--- src/rtl/riscv_mem_pkg.sv ---
// ============================================================================
// Module      : riscv_mem_pkg
// Description : Shared types and constants for the memory-port sequencer.
// Revision    : 1.0 - initial release
// ============================================================================
`default_nettype none

package riscv_mem_pkg;

  // Width of the memory port address and data buses
  localparam int XLEN = 32;

  // Requester indices; also the encoding of the port mux select
  localparam logic REQ_FETCH = 1'b0;
  localparam logic REQ_LSU   = 1'b1;

  // Sequencer states
  typedef enum logic [1:0] {
    IDLE  = 2'd0,
    ISSUE = 2'd1,
    RESP  = 2'd2
  } state_e;

endpackage

`default_nettype wire

--- src/rtl/mem_port_arbiter_arb2_rr.sv ---
// ============================================================================
// Module      : arb2_rr
// Description : Two-way round-robin pick. On a tie the requester that was
//               not served last wins; a lone requester always wins.
// Revision    : 1.0 - initial release
// ============================================================================
`default_nettype none

module arb2_rr
  import riscv_mem_pkg::*;
(
  input  logic req0_i,
  input  logic req1_i,
  input  logic last_owner_i,
  output logic winner_o,
  output logic valid_o
);

  // Pick the winner from the current requests and the previous owner
  always_comb begin
    valid_o  = req0_i | req1_i;
    winner_o = REQ_FETCH;
    if (req0_i && req1_i) begin
      winner_o = ~last_owner_i;
    end else if (req1_i) begin
      winner_o = REQ_LSU;
    end
  end

endmodule

`default_nettype wire

--- src/rtl/mem_port_arbiter.sv ---
// ============================================================================
// Module      : mem_port_arbiter
// Description : Sequencer for the single shared memory port. Arbitrates
//               between fetch and LSU, registers the winning command, waits
//               for the memory ack (bounded by MAX_WAIT) and routes the
//               response back to the requester that issued it.
// Revision    : 1.0 - initial release
// ============================================================================
`default_nettype none

module mem_port_arbiter
  import riscv_mem_pkg::*;
#(
  parameter int MAX_WAIT = 15
) (
  input  logic            clk_i,
  input  logic            res_i,
  input  logic            req0_i,
  input  logic            req1_i,
  input  logic [XLEN-1:0] addr0_i,
  input  logic [XLEN-1:0] addr1_i,
  input  logic [XLEN-1:0] wdata0_i,
  input  logic [XLEN-1:0] wdata1_i,
  input  logic            we0_i,
  input  logic            we1_i,
  output logic            gnt0_o,
  output logic            gnt1_o,
  output logic            rvalid0_o,
  output logic            rvalid1_o,
  output logic [XLEN-1:0] rdata_o,
  output logic            err_o,
  output logic            mem_req_o,
  output logic [XLEN-1:0] mem_addr_o,
  output logic [XLEN-1:0] mem_wdata_o,
  output logic            mem_we_o,
  output logic            mem_sel_o,
  input  logic            mem_ack_i,
  input  logic [XLEN-1:0] mem_rdata_i
);

  localparam int            CW    = $clog2(MAX_WAIT + 1);
  // Counter value seen on the MAX_WAIT-th ISSUE cycle (counter starts at 0)
  localparam logic [CW-1:0] LIMIT = CW'(MAX_WAIT - 1);

  state_e          state_q, state_d;
  logic [CW-1:0]   wait_q, wait_d;
  logic            last_q, last_d;
  logic            owner_q, owner_d;
  logic            sel_q, sel_d;
  logic            we_q, we_d;
  logic            err_q, err_d;
  logic            rv0_q, rv0_d;
  logic            rv1_q, rv1_d;
  logic [XLEN-1:0] addr_q, addr_d;
  logic [XLEN-1:0] wdata_q, wdata_d;
  logic [XLEN-1:0] rdata_q, rdata_d;

  logic            win;
  logic            win_valid;
  logic            accept;

  arb2_rr u_arb (
    .req0_i       (req0_i),
    .req1_i       (req1_i),
    .last_owner_i (last_q),
    .winner_o     (win),
    .valid_o      (win_valid)
  );

  // Offer a grant to the arbitration winner only while idle and out of reset
  always_comb begin
    gnt0_o = (state_q == IDLE) && !res_i && win_valid && (win == REQ_FETCH);
    gnt1_o = (state_q == IDLE) && !res_i && win_valid && (win == REQ_LSU);
    accept = gnt0_o | gnt1_o;
  end

  // Next-state and next-register values for the sequencer
  always_comb begin
    state_d = state_q;
    wait_d  = wait_q;
    last_d  = last_q;
    owner_d = owner_q;
    sel_d   = sel_q;
    we_d    = we_q;
    addr_d  = addr_q;
    wdata_d = wdata_q;
    rdata_d = rdata_q;
    err_d   = err_q;
    rv0_d   = 1'b0;
    rv1_d   = 1'b0;
    case (state_q)
      IDLE: begin
        if (accept) begin
          addr_d  = (win == REQ_LSU) ? addr1_i  : addr0_i;
          wdata_d = (win == REQ_LSU) ? wdata1_i : wdata0_i;
          we_d    = (win == REQ_LSU) ? we1_i    : we0_i;
          sel_d   = win;
          owner_d = win;
          last_d  = win;
          wait_d  = '0;
          state_d = ISSUE;
        end
      end
      ISSUE: begin
        wait_d = wait_q + CW'(1);
        // An ack on the limit cycle takes priority over the timeout
        if (mem_ack_i) begin
          rdata_d = mem_rdata_i;
          err_d   = 1'b0;
          rv0_d   = (owner_q == REQ_FETCH);
          rv1_d   = (owner_q == REQ_LSU);
          state_d = RESP;
        end else if (wait_q == LIMIT) begin
          rdata_d = '0;
          err_d   = 1'b1;
          rv0_d   = (owner_q == REQ_FETCH);
          rv1_d   = (owner_q == REQ_LSU);
          state_d = RESP;
        end
      end
      RESP: begin
        state_d = IDLE;
      end
      default: begin
        state_d = IDLE;
      end
    endcase
  end

  // State and datapath registers with synchronous reset
  always_ff @(posedge clk_i) begin
    if (res_i) begin
      state_q <= IDLE;
      wait_q  <= '0;
      last_q  <= REQ_FETCH;
      owner_q <= REQ_FETCH;
      sel_q   <= REQ_FETCH;
      we_q    <= 1'b0;
      addr_q  <= '0;
      wdata_q <= '0;
      rdata_q <= '0;
      err_q   <= 1'b0;
      rv0_q   <= 1'b0;
      rv1_q   <= 1'b0;
    end else begin
      state_q <= state_d;
      wait_q  <= wait_d;
      last_q  <= last_d;
      owner_q <= owner_d;
      sel_q   <= sel_d;
      we_q    <= we_d;
      addr_q  <= addr_d;
      wdata_q <= wdata_d;
      rdata_q <= rdata_d;
      err_q   <= err_d;
      rv0_q   <= rv0_d;
      rv1_q   <= rv1_d;
    end
  end

  // Port-facing outputs come straight from registers
  always_comb begin
    mem_req_o   = (state_q == ISSUE);
    mem_addr_o  = addr_q;
    mem_wdata_o = wdata_q;
    mem_we_o    = we_q;
    mem_sel_o   = sel_q;
    rdata_o     = rdata_q;
    err_o       = err_q;
    rvalid0_o   = rv0_q;
    rvalid1_o   = rv1_q;
  end

endmodule

`default_nettype wire

--- config.mk ---
export PLATFORM = sky130hd
export DESIGN_NAME = mem_port_arbiter
export DESIGN_NICKNAME = d
export VERILOG_FILES = /design/src/rtl/riscv_mem_pkg.sv /design/src/rtl/mem_port_arbiter_arb2_rr.sv /design/src/rtl/mem_port_arbiter.sv
export SDC_FILE = /design/constraint.sdc
export NUM_CORES = 1
export LEC_CHECK = 0
export CELL_PAD_IN_SITES_DETAIL_PLACEMENT = 0
export CELL_PAD_IN_SITES_GLOBAL_PLACEMENT = 1
export CORE_MARGIN = 2
export CORE_UTILIZATION = 26
export CTS_BUF_LIST = sky130_fd_sc_hd__clkbuf_16
export DETAILED_ROUTE_END_ITERATION = 8
export PLACE_DENSITY = 0.76
export SYNTH_ARGS = -nofsm -noshare
export SYNTH_HDL_FRONTEND = slang
export SYNTH_SLANG_ARGS = --single-unit
--- constraint.sdc ---
create_clock -name clk_i -period 1.9 [get_ports clk_i]
set_clock_uncertainty 0.15 [all_clocks]
set_input_delay 0.285 -clock clk_i [delete_from_list [all_inputs] [get_ports clk_i]]
set_output_delay 0.285 -clock clk_i [all_outputs]
set_load 0.05 [all_outputs]
# Word-level counts from Yosys, hierarchy flattened
# Index checks and enable logic that the tools add are counted.
# W data, S select, Z words.
dict set report classes {
  bitwise 5
  n_eq_ne 4
  magnitude_cmp 0
  n_mux 19
  mul 0
  reduce_logical 14
  add_sub_neg 1
  div_mod_pow 0
  n_shift 0
}
# op n
set ops {}
lappend ops {{$mux W32} 4}
lappend ops {{$mux W1} 9}
lappend ops {{$pmux W4 S2} 1}
lappend ops {{$reduce_and A2 Y1} 4}
lappend ops {{$mux W2} 3}
lappend ops {{$logic_and A1 B1 Y1} 5}
lappend ops {{$add A4 B1 Y4 const B} 1}
lappend ops {{$eq A4 B4 Y1 const B} 1}
lappend ops {{$mux W4} 1}
lappend ops {{$pmux W2 S2} 1}
lappend ops {{$reduce_bool A2 Y1} 2}
lappend ops {{$ne A3 B1 Y1 const B} 1}
lappend ops {{$not A1 Y1} 3}
lappend ops {{$eq A2 B1 Y1 const B} 1}
lappend ops {{$logic_not A2 Y1} 1}
lappend ops {{$ne A2 B2 Y1 const B} 1}
lappend ops {{$or A1 B1 Y1} 2}
lappend ops {{$reduce_or A2 Y1} 1}
lappend ops {{$logic_not A1 Y1} 1}
dict set report totals {
  memories 0
  rom_bits 0
  input_bits 167
  latch_bits 0
  word_cells 53
  mem_bits_rw 0
  reg_bits 107
  out_inout_bits 104
}

# Longest topological paths before layout
dict set report depth {
  depth_word 7
  ltp_mapped 7
}

# Modules after synthesis
# Synthesis repeated with hierarchy kept, for this count alone.
dict set report hier_totals {
  cells_unflattened 480
  hier_area_um2 4408.0
}
# mod area_per_inst_um2 cells_each seq_area_each_um2 instances
set modules_own_cells {}
lappend modules_own_cells {mem_port_arbiter 4394.2 478 2142.1 1}
lappend modules_own_cells {arb2_rr 13.8 2 0.0 1}

# Worst setup path after synthesis
# OpenSTA, ideal clock, no wires.
dict set report synth_path {
  kind {register to output}
  start {reg, netlist name mem_sel_o}
  end {out gnt0_o}
  n_path_buf 1
  stages_incl_launch_ff 4
  t_required_ps 1465
  arrival_time_ps 1754
  slack_ps -289
  cell_sequence {dfxtp_1 a21boi_1 clkbuf_1 nor2_1}
}
# element line_no
set synth_rtl {}
lappend synth_rtl {{to (decl)} mem_port_arbiter.sv:26} ;# output logic gnt0_o,

# Worst setup path in the final report
dict set report layout_path {
  start {in req1_i}
  end {out gnt1_o}
}
dict set report layout_via {
  elab_chain_len 3
}
# element line_no
set layout_rtl {}
lappend layout_rtl {{from (decl)} mem_port_arbiter.sv:19} ;# input logic req1_i,
lappend layout_rtl {{$mux W1, or another cell as far along} mem_port_arbiter_arb2_rr.sv:25} ;# end else if (req1_i) begin
lappend layout_rtl {{$mux W1 or $logic_and A1 B1 Y1 (tied branches)} {mem_port_arbiter_arb2_rr.sv:23, mem_port_arbiter.sv:73}}
lappend layout_rtl {{$logic_and A1 B1 Y1 *} mem_port_arbiter.sv:73} ;# gnt1_o = (state_q == IDLE) && !res_i && win_valid && (win == REQ_LSU);
lappend layout_rtl {{to (decl)} mem_port_arbiter.sv:27} ;# output logic gnt1_o,
# Every way passes the cells marked *; elsewhere a longest branch is shown, timed or not.

==> key figures <==
GRT
  – Vias in the first global route: 4913
  – Global Route Usage Sum: 0.1727
  – First-pass GRT wire length: 26870 um
  – Largest net degree at the start of global routing: 59
  – Initial antenna violation count: 0
  – Grt ovf: 0

Critical path
  – Crit start category: primary input
  – Worst Path Buf+Inv: 3
  – Worst r2r src: wait_q[0]
  – CP Cell Sequence: clkdlybuf4s50_1, or2_4, nand3_2, clkinvlp_4, buf_12
  – Worst-path maximum fanout: 6
  – Element type at the critical path end: output port
  – WP data arrival: 1.42 ns
  – Worst Path Required: 1.46 ns
  – Critical path's top delay family: buffers and inverters
  – Cell depth of the worst flop-to-flop path: 6
  – Largest stage delay, worst path: 0.45 ns
  – CP Class: primary input to output port
  – Worst R2R End: rdata_o[11]
  – Reg-to-reg setup timing slack: 0.20 ns
  – CP max-delay cell: clkdlybuf4s50_1

Route
  – Initial drt markers: 212
  – First-pass detailed-route iteration total: 4
  – Wire length on met2: 8293 um
  – Average vias per placed instance: 4.848
  – Highest Signal Layer: met4
  – Met3 WL post-DR: 1214 um
  – Metal1 wirelength: 7337 um
  – DRC: 0
  – Total detailed-routing wirelength: 17120 um
  – DR WL/cell: 16.24 um
  – Post-route ant nets: 0
  – Vias post-DR: 5110

Hold path
  – Hold path startpoint: res_i
  – HP Class: primary input to flip-flop
  – Worst hold stages: 3
  – Worst Hold Endpoint: wait_q[3]

Cells and area
  – Share of layout cells above drive strength 1: 0.2267
  – Final nets: 989
  – Fin area: 7856 sq um
  – Layout area overhead: 67.62%
  – Ant diodes: 0
  – Layout Cells excl Fill: 1054

Synthesis
  – Yosys cell types: 29
  – Avg Inst Size Synth: 8.325 sq um
  – Mapped Nets: 732
  – Asr flop ratio synth: 0
  – Post-synth EDFFs: 0
  – Prevailing post-synth register cell: dfxtp_1
  – Top post-synthesis cells by count: 165 x nand2_1, 107 x dfxtp_1, 101 x a21oi_1
  – Yosys top cell by area: dfxtp_1
  – Ranking of synthesized cells by area: dfxtp_1 46%, nand2_1 13%, a21oi_1 11%, a311oi_2 9.6%, a311oi_1 6.5%
  – Synth top area share: 0.4570
  – Mapped cell area: 4687 sq um
  – Warning count from the yosys run: 0
  – Mapped Cells: 563
  – Sequential area share after synthesis: 0.4570
  – Number of synthesized register bits: 107
  – Count leader, synth: nand2_1

STA
  – Final setup TNS: 0 ns
  – Worst Tran Pin Value: 0.7236 ns
  – Slew Limit Fails: 0
  – Relative max-transition margin: 0.5176
  – Final setup viols: 0
  – Fin crit share: 0.9760
  – Top achievable clock speed: 539.3 MHz
  – Final min period: 1.854 ns
  – Endpoints failing hold: 0

Clock tree
  – Num CTS Buffers: 9
  – Clock buffer depth: 2
  – Clk sinks: 107
  – Reg clk slew, reported paths: 0.07 ns
  – H-tree depth: 3
  – Later-pin clock latency in the skew report: 0.35 ns
  – TritonCTS clock tree: done
  – CTS root buf: clkbuf_16

Placed design
  – GPL Wtd Cong: 0.7735
  – Port bufs: 270
  – Placed inst area: 7550 sq um
  – Placed cells: 1034
  – HPWL Detailed: 11890 um

Floorplan
  – Initial Util: 0.2627
  – Die ar.: 19120 sq um
  – Top Ports: 271
  – Die width: 138.3 um
  – Core ar.: 17840 sq um
  – Die Y: 138.3 um
  – Row count: 49

Power
  – Pwr per Cell Area: 782.7 nW/um^2
  – Peak supply drop: 0.3727 mV
  – Pleak: 3.076 nW

Run status
  – Status: completed

Flow run
  – # Max-Cap Violations: 0
[sequential cells by signal, summed over array words and instances, names as in the netlist]
register,cells
mem_wdata_o,32
rdata_o,32
mem_addr_o,32
mem_sel_o,1
mem_we_o,1
state_q,2
rvalid0_o,1
err_o,1
wait_q,4
rvalid1_o,1
[worst register-to-register path, delay by kind of cell, from the launching register on]
family                     cells  cell delay (ns)
adders and majority gates      1             0.22
AOI/OAI and AO/OA              3             0.54
buffers and inverters          2             0.35
DFF                            1             0.37
[placed cells by master (no fill, tap or decap), types with 2 or more instances in the layout]
cell type,Yosys,final
clkinvlp_4,0,2
a311oi_1,35,35
nand2b_1,3,3
a21bo_2,2,2
a21oi_1,101,101
buf_4,2,117
a311oi_2,30,30
clkinv_1,0,2
o21ai_0,34,34
buf_12,0,9
clkdlybuf4s50_1,0,165
clkbuf_16,0,9
dfxtp_2,0,3
ha_1,2,2
nand2_1,165,164
dlygate4sd2_1,0,13
clkinv_2,0,2
nor3_1,4,4
dfxtp_1,107,104
buf_6,4,2
[through the flow]
step                  util  hold slack, ns  power [mW]  setup WS [ns]
floorplan                -          0.2710       3.610       -0.02541
global placement    0.4232          0.3095       4.434        -0.1946
detailed placement  0.4232          0.3188       4.438        -0.2439
CTS                 0.4392         0.08696       6.242       -0.03184
global route        0.4404          0.1037       6.440       -0.01100
finish              0.4404          0.1036       6.149        0.04560
[metal layers]
| metal | GRT usage | up-vias |
|---|---|---|
| li1 | - | 2518 |
| met1 | 0.2154 | 2384 |
| met2 | 0.2863 | 190 |
| met3 | 0.05300 | 18 |
| met4 | 0.05478 | 0 |
| met5 | 0 | - |
[worst max-delay path by stage]
stage	cells past startpoint	startpoint	end	slack (ns)
floorplan	5	res_i	gnt0_o	-0.03
global placement	5	req1_i	mem_wdata_o[0]	-0.19
detailed placement	5	req1_i	mem_addr_o[17]	-0.24
CTS	5	req1_i	gnt1_o	-0.03
global route	5	state_q[0]	gnt0_o	-0.01
finish	5	req1_i	gnt1_o	0.05
[final cells by class]
| type | instances | area [sq um] |
|---|---|---|
| clock buffers | 9 | 225.2 |
| clock inverters | 7 | 42.54 |
| fillers | 1809 | 9985 |
| inverters | 3 | 15.01 |
| multi-input cells | 393 | 2295 |
| flip-flops and latches | 107 | 2146 |
| well taps | 229 | 286.5 |
| repair buffers | 306 | 2846 |
[cell families (layout without fill, tap and decap cells)]
family,Yosys count,count (layout),share of synthesized area
AOI/OAI and AO/OA,206,206,0.3163
xor gates and xnor gates,1,1,0.001869
adders and majority gates,2,2,0.005338
buffers and inverters,63,325,0.06273
DFF,107,107,0.4570
and+or+nand+nor,184,184,0.1567
[power breakdown]
part	internal [mW]	leakage (nW)	switching [mW]	total, mW
logic	0.787	2.07	1.11	1.90
clock network	0.885	0.131	0.882	1.77
registers	2.40	0.879	0.0849	2.48
[timing repair]
item / 4_1_cts / 5_1_grt
gates cloned: 0 / 0
pin swaps: 2 / 2
gates resized for setup: 19 / 3
endpoints found under the setup margin: 15 / 34
hold buffers: 0 / 0
buffers inserted: 2 / 2
hold endpoints to repair: 0 / 0
No activity file was read; power rests on OpenSTA's default activity.
